==> src/rtl/seq_detect_scheduler_if.sv <==
// Request/response bundle between NREQ parallel producers and the shared
// "001" detector scheduler.
//   master : requester side - drives req_valid/req_data/rsp_ready
//   slave  : scheduler side - drives req_ready and the rsp_* result fields
// Parameters NREQ/WIDTH/CNT_W must match the seq_detect_scheduler instance.
interface seq_detect_scheduler_if #(
    parameter int NREQ  = 4,
    parameter int WIDTH = 8,
    parameter int CNT_W = 4
);
    localparam int ID_W = $clog2(NREQ);

    logic [NREQ-1:0]       req_valid;
    logic [NREQ*WIDTH-1:0] req_data;
    logic [NREQ-1:0]       req_ready;
    logic                  rsp_valid;
    logic                  rsp_ready;
    logic [ID_W-1:0]       rsp_id;
    logic [CNT_W-1:0]      rsp_count;
    logic                  rsp_hit;

    modport master (
        output req_valid, req_data, rsp_ready,
        input  req_ready, rsp_valid, rsp_id, rsp_count, rsp_hit
    );

    modport slave (
        input  req_valid, req_data, rsp_ready,
        output req_ready, rsp_valid, rsp_id, rsp_count, rsp_hit
    );
endinterface

==> src/rtl/seq_detect_scheduler.sv <==
// Shares one serial "001" sequence detector between NREQ requesters.
// A round-robin arbiter accepts one WIDTH-bit word, shifts it MSB-first
// through the detector (one bit per clock), counts the matches and holds the
// result on the response channel until it is consumed.
// Ports:
//   clock      rising-edge clock
//   reset      synchronous, active-high reset
//   bus        seq_detect_scheduler_if.slave (req_valid/req_data/req_ready,
//              rsp_valid/rsp_ready/rsp_id/rsp_count/rsp_hit)
//   busy       FSM not in IDLE (registered)
//   det_state  detector state for debug (registered)
//   total_jobs, total_hits  only when SEQ_SCHED_STATS_EN is defined:
//              handshake and match totals, wrapping modulo 2^16
module seq_detect_scheduler #(
    parameter int NREQ  = 4,
    parameter int WIDTH = 8,
    parameter int CNT_W = 4
) (
    input  logic                 clock,
    input  logic                 reset,
    seq_detect_scheduler_if.slave bus,
    output logic                 busy,
    output logic [1:0]           det_state
`ifdef SEQ_SCHED_STATS_EN
    ,
    output logic [15:0]          total_jobs,
    output logic [15:0]          total_hits
`endif
);
    localparam int          ID_W   = $clog2(NREQ);
    localparam int          BIT_W  = $clog2(WIDTH);
    localparam int unsigned NREQ_U = NREQ;

    typedef enum logic [1:0] {IDLE, SHIFT, RESP} state_t;
    typedef enum logic [1:0] {DS0 = 2'b00, DS1 = 2'b01, DS2 = 2'b10} det_t;

    state_t            state_q, state_d;
    det_t              det_q, det_d;
    logic [ID_W-1:0]   rr_q, id_q, gnt_idx, cand_idx;
    logic [WIDTH-1:0]  data_q;
    logic [BIT_W-1:0]  bit_q;
    logic [CNT_W-1:0]  count_q;
    logic              hit_q, rsp_valid_q, busy_q;
    logic              gnt_valid, accept, shift_bit, match, last_bit, rsp_fire;
    int unsigned       cand;

    // Round robin: scan starting just after the last granted index.
    always_comb begin
        gnt_valid = 1'b0;
        gnt_idx   = '0;
        cand      = 0;
        cand_idx  = '0;
        for (int unsigned k = 1; k <= NREQ_U; k++) begin
            cand     = (32'(rr_q) + k) % NREQ_U;
            cand_idx = ID_W'(cand);
            if (!gnt_valid && bus.req_valid[cand_idx]) begin
                gnt_valid = 1'b1;
                gnt_idx   = cand_idx;
            end
        end
    end

    // Gated by reset so a grant strobe is never shown for a cycle that
    // the synchronous reset throws away.
    assign accept = (state_q == IDLE) && gnt_valid && !reset;

    always_comb begin
        bus.req_ready = '0;
        if (accept) begin
            bus.req_ready[gnt_idx] = 1'b1;
        end
    end

    // The latched word is shifted left, so the current bit is always the MSB.
    assign shift_bit = data_q[WIDTH-1];
    assign last_bit  = (bit_q == BIT_W'(WIDTH - 1));
    assign rsp_fire  = rsp_valid_q && bus.rsp_ready;

    always_comb begin
        det_d = det_q;
        match = 1'b0;
        case (det_q)
            DS0:     det_d = shift_bit ? DS0 : DS1;
            DS1:     det_d = shift_bit ? DS0 : DS2;
            DS2: begin
                det_d = shift_bit ? DS0 : DS2;
                match = shift_bit;
            end
            default: det_d = DS0;
        endcase
    end

    always_comb begin
        state_d = state_q;
        case (state_q)
            IDLE:    if (accept)   state_d = SHIFT;
            SHIFT:   if (last_bit) state_d = RESP;
            RESP:    if (rsp_fire) state_d = IDLE;
            default: state_d = IDLE;
        endcase
    end

    always_ff @(posedge clock) begin
        if (reset) begin
            state_q     <= IDLE;
            det_q       <= DS0;
            rr_q        <= ID_W'(NREQ - 1);
            id_q        <= '0;
            data_q      <= '0;
            bit_q       <= '0;
            count_q     <= '0;
            hit_q       <= 1'b0;
            rsp_valid_q <= 1'b0;
            busy_q      <= 1'b0;
`ifdef SEQ_SCHED_STATS_EN
            total_jobs  <= '0;
            total_hits  <= '0;
`endif
        end else begin
            state_q     <= state_d;
            busy_q      <= (state_d != IDLE);
            rsp_valid_q <= (state_d == RESP);
            case (state_q)
                IDLE: begin
                    if (accept) begin
                        data_q  <= bus.req_data[gnt_idx*WIDTH +: WIDTH];
                        id_q    <= gnt_idx;
                        rr_q    <= gnt_idx;
                        count_q <= '0;
                        hit_q   <= 1'b0;
                        bit_q   <= '0;
                        det_q   <= DS0;
                    end
                end
                SHIFT: begin
                    data_q <= data_q << 1;
                    bit_q  <= bit_q + BIT_W'(1);
                    det_q  <= det_d;
                    if (match) begin
                        count_q <= count_q + CNT_W'(1);
                        hit_q   <= 1'b1;
                    end
                end
                RESP: begin
`ifdef SEQ_SCHED_STATS_EN
                    if (rsp_fire) begin
                        total_jobs <= total_jobs + 16'd1;
                        total_hits <= total_hits + 16'(count_q);
                    end
`endif
                end
                default: ;
            endcase
        end
    end

    assign bus.rsp_valid = rsp_valid_q;
    assign bus.rsp_id    = id_q;
    assign bus.rsp_count = count_q;
    assign bus.rsp_hit   = hit_q;
    assign busy          = busy_q;
    assign det_state     = det_q;
endmodule

==> src/flat_wrapper.sv <==
// flat-port wrapper written by rule: the top's interface ports become plain ports
module seq_detect_scheduler_flat 
#(
    parameter int NREQ  = 4,
    parameter int WIDTH = 8,
    parameter int CNT_W = 4
)
  (clock, reset, busy, det_state, bus_req_valid, bus_req_data, bus_rsp_ready, bus_req_ready, bus_rsp_valid, bus_rsp_id, bus_rsp_count, bus_rsp_hit);
  seq_detect_scheduler_if #(.NREQ(NREQ), .WIDTH(WIDTH), .CNT_W(CNT_W)) bus_i ();
  input  logic clock;
  input  logic reset;
  output logic busy;
  output logic [1:0] det_state;
  input wire logic [$bits(bus_i.req_valid)-1:0] bus_req_valid;
  input wire logic [$bits(bus_i.req_data)-1:0] bus_req_data;
  input wire logic [$bits(bus_i.rsp_ready)-1:0] bus_rsp_ready;
  output wire logic [$bits(bus_i.req_ready)-1:0] bus_req_ready;
  output wire logic [$bits(bus_i.rsp_valid)-1:0] bus_rsp_valid;
  output wire logic [$bits(bus_i.rsp_id)-1:0] bus_rsp_id;
  output wire logic [$bits(bus_i.rsp_count)-1:0] bus_rsp_count;
  output wire logic [$bits(bus_i.rsp_hit)-1:0] bus_rsp_hit;
  assign bus_i.req_valid = bus_req_valid;
  assign bus_i.req_data = bus_req_data;
  assign bus_i.rsp_ready = bus_rsp_ready;
  assign bus_req_ready = bus_i.req_ready;
  assign bus_rsp_valid = bus_i.rsp_valid;
  assign bus_rsp_id = bus_i.rsp_id;
  assign bus_rsp_count = bus_i.rsp_count;
  assign bus_rsp_hit = bus_i.rsp_hit;
  seq_detect_scheduler #(.NREQ(NREQ), .WIDTH(WIDTH), .CNT_W(CNT_W)) u_core (.clock(clock), .reset(reset), .bus(bus_i), .busy(busy), .det_state(det_state));
endmodule
==> config.mk <==
export PLATFORM = sky130hd
export DESIGN_NAME = seq_detect_scheduler_flat
export DESIGN_NICKNAME = d
export VERILOG_FILES = /design/src/rtl/seq_detect_scheduler_if.sv /design/src/rtl/seq_detect_scheduler.sv /design/src/flat_wrapper.sv
export SDC_FILE = /design/constraint.sdc
export NUM_CORES = 1
export LEC_CHECK = 0
export ABC_AREA = 1
export CAP_MARGIN = 20
export CORE_ASPECT_RATIO = 1.2
export CORE_MARGIN = 5
export CORE_UTILIZATION = 45
export CTS_BUF_LIST = sky130_fd_sc_hd__clkbuf_4
export DETAILED_ROUTE_END_ITERATION = 8
export GPL_ROUTABILITY_DRIVEN = 0
export MAX_ROUTING_LAYER = met4
export PLACE_DENSITY = 0.83
export SYNTH_ARGS = -nofsm -noshare
export SYNTH_HDL_FRONTEND = slang
export SYNTH_SLANG_ARGS = --single-unit
==> constraint.sdc <==
create_clock -name clock -period 2.88 [get_ports clock]
set_input_delay 0.576 -clock clock [delete_from_list [all_inputs] [get_ports clock]]
set_output_delay 0.576 -clock clock [all_outputs]
set_load 0.05 [all_outputs]
==> results.sh <==
export IMPL_status="complete, no violations"
export IMPL_ys_seq_elements=26
export IMPL_synth_simple_gate_area_share_pct=48.0
export IMPL_finalCriticalPeriod_ns=2.78
export IMPL_crit_chain="clkdlybuf4s50_1 > nand2_2 > nand2_4 > nand2_1 > nand2_2 > inv_1 > nand3_4 > nand4_4 > inv_2 > nand2_1 > nor2_2 > buf_12"
export IMPL_place_hpwl_um=3590
export IMPL_cp_arrival_ns=2.21
export IMPL_drt_first_pass_iters=4
export IMPL_h_tree_depth=1
export IMPL_synth_compound_gate_area_share_pct=8.15
export IMPL_yosysUniqueCellTypes=29
export IMPL_crit_family="buffers and inverters"
export IMPL_synth_edf_count=0
export IMPL_final_core_util_pct=61.3
export IMPL_cts_sinks=26
export IMPL_totalPowerFinal_w=0.00303
export IMPL_cts_buffers=3
export IMPL_cts_max_path_buffers=2
export IMPL_clock_skew_ns=0.00595
export IMPL_dpl_cell_count=386
export IMPL_slew_headroom_pct=66.2
export IMPL_vias=1923
export IMPL_endpoint_kind="output port"
export IMPL_avgRoutedWirePerCell_um=11.7
export IMPL_worst_path_buf_inv=4
export IMPL_cp_start_kind="input pin"
export IMPL_synthAdderAreaFrac_pct=3.91
export IMPL_grt_antenna_before_repair=0
export IMPL_route_detailed_drc=0
export IMPL_irDropWorstVdd_v=0.000591
export IMPL_io_pins=54
export IMPL_finalNonFillerCells=391
export IMPL_nNetsFinal=381
export IMPL_die_w_um=69.6
export IMPL_fillers=382
export IMPL_synth_top_family_by_area="simple AND/OR/NAND/NOR gates"
export IMPL_hold_class="reg2reg"
export IMPL_io_buffers=53
export IMPL_synth_xor_xnor_area_share_pct=0.456
export IMPL_critical_path_class="in2out"
export IMPL_syn_num_nets=322
export IMPL_drv_cap=0
export IMPL_start_util_pct=45.7
export IMPL_drive_above_1_share_pct=20.9
export IMPL_ys_seq_area_share_pct=27.1
export IMPL_syn_to_final_growth_pct=34.0
export IMPL_final_antenna_net_count=0
export IMPL_core_area_mm2=0.00420
export IMPL_diodes=0
export IMPL_row_count=26
export IMPL_grt_first_pass_wirelength_um=7870
export IMPL_worst_pin_slew_ns=0.505
export IMPL_holdWs_ns=0.473
export IMPL_power_density_mw_per_mm2=1180
export IMPL_drv_slew=0
export IMPL_dieArea_mm2=0.00568
export IMPL_grt_pass1_vias=1875
export IMPL_synthArstFlopShare_pct=0
export IMPL_fmax_mhz=360
export IMPL_slowest_stage="clkdlybuf4s50_1"
export IMPL_clk_pin_slew_ns=0.12
export IMPL_synth_top_area_share_pct=27.1
export IMPL_worst_skew_pair_late_latency_ns=0.32
export IMPL_cts_root_buffer="clkbuf_4"
export IMPL_synthTopCellsByArea="dfxtp_1, nand2_1, nand2_2, nand4_1, nand3_1"
export IMPL_power_leakage_nw=1.17
export IMPL_fin_tns_setup_ns=0
export IMPL_synth_mux_area_share_pct=0
export IMPL_hold_viol=0
export IMPL_die_h_um=81.5
export IMPL_synth_area_mm2=0.00192
export IMPL_synth_flop_cell="dfxtp_1"
export IMPL_grt_overflow=0
export IMPL_yosys_warnings=0
export IMPL_avgSynthCellArea_um2=6.93
export IMPL_vias_per_cell=4.92
export IMPL_layout_commonest_cell="nand2_1"
export IMPL_grt_usage_pct=16.9
export IMPL_syn_inst=277
export IMPL_drtIter0Drc=103
export IMPL_final_cell_mix="nand2_1, clkdlybuf4s50_1, dfxtp_1"
export IMPL_period_share_pct=96.6
export IMPL_seqCellArea_um2=522
export IMPL_grt_max_degree=24
export IMPL_required_ns=2.30
export IMPL_drt_wl_total_um=4570
export IMPL_setup_viol=0
export IMPL_crit_fanout=3
export IMPL_cpPeakStageDelay_ns=0.51
export IMPL_cts_tree="yes"
export IMPL_multiInputGateArea_mm2=0.00119
export IMPL_synth_largest_area_cell="dfxtp_1"
-- Yosys cell counts (5+ instances only) --
master / n
inv_1: 19
clkbuf_8: 6
nand2_2: 19
nand2_1: 91
nand4_1: 16
dfxtp_1: 26
nor2_1: 24
ha_1: 6
nand3_1: 19
a21oi_1: 11
o21ai_0: 5
nand2_4: 5
a21oi_2: 7
-- metrics by stage --
step	worst slack (ns)	cell area, um^2
after global placement	0.0588	2510
after CTS	0.00551	2530
after detailed placement	0.0106	2510
final	0.0986	2570
after floorplan	0.102	1920
after global routing	-0.0105	2570
-- layout make-up --
class                   count  share of cell area [%]
clock inverters             1                   0.146
multi-input cells         216                    46.3
repair buffers             65                    25.9
flip-flops and latches     26                    20.3
clock buffers               3                   0.876
inverters                  24                    3.80
well taps                  56                    2.73
-- logic make-up (layout without fill, tap and decap cells) --
| logic type | count (synthesis) | count (layout) |
|---|---|---|
| and+or+nand+nor | 184 | 184 |
| xor gates and xnor gates | 1 | 1 |
| AOI/OAI and AO/OA | 25 | 25 |
| DFF | 26 | 26 |
| adders and majority gates | 6 | 6 |
| buffers and inverters | 35 | 93 |
-- where the power goes --
group,switching (W),leakage (nW),internal [W]
combinational,0.00146,0.943,0.000877
clock,0.0000994,0.0154,0.0000508
sequential,0.0000875,0.213,0.000456
-- layer usage --
metal  wire, um  up-vias  global-route usage (%)  share of wire, %
li1           -     1012                       -                 -
met4         38        0                    4.41              0.83
met3        237        4                    3.43               5.2
met1       2050      868                    19.2                45
met2       2250       39                    30.8                49
met5          0        -                       -                 0
-- tightest hold or removal path: stages (launching register included) --
cell	delay, ns
dfxtp_1	0.33
nand2_1	0.06
a21oi_1	0.05
-- what timing repair did --
item / 4_1_cts / 5_1_grt
setup buffers: 0 / 1
endpoints found under the setup margin: 0 / 4
hold endpoints to repair: 0 / 0
hold buffers: 0 / 0
gates resized for setup: 0 / 12
-- state kept, by name (all words and copies together), names as in the netlist --
signal / cells
u_core.bus.rsp_valid: 1
u_core.busy: 1
u_core.bus.rsp_id: 2
u_core.det_state: 2
u_core.bus.rsp_count: 4
u_core.rr_q: 2
u_core.data_q: 8
u_core.bit_q: 3
u_core.bus.rsp_hit: 1
u_core.state_q: 2
-- final timing paths --
path                                     start                           endpoint  slack (ns)  cells past startpoint
max                           bus_req_valid[1]                   bus_req_ready[2]         0.1                     12
min          u_core.bus.rsp_id[1]$_SDFFE_PP0P_  u_core.bus.rsp_id[1]$_SDFFE_PP0P_        0.47                      2
max reg2reg        u_core.rr_q[0]$_SDFFE_PP1P_      u_core.data_q[5]$_SDFFE_PP0P_        0.84                     15
min reg2reg  u_core.bus.rsp_id[1]$_SDFFE_PP0P_  u_core.bus.rsp_id[1]$_SDFFE_PP0P_        0.47                      2
Power figures use the tool's default switching activity.
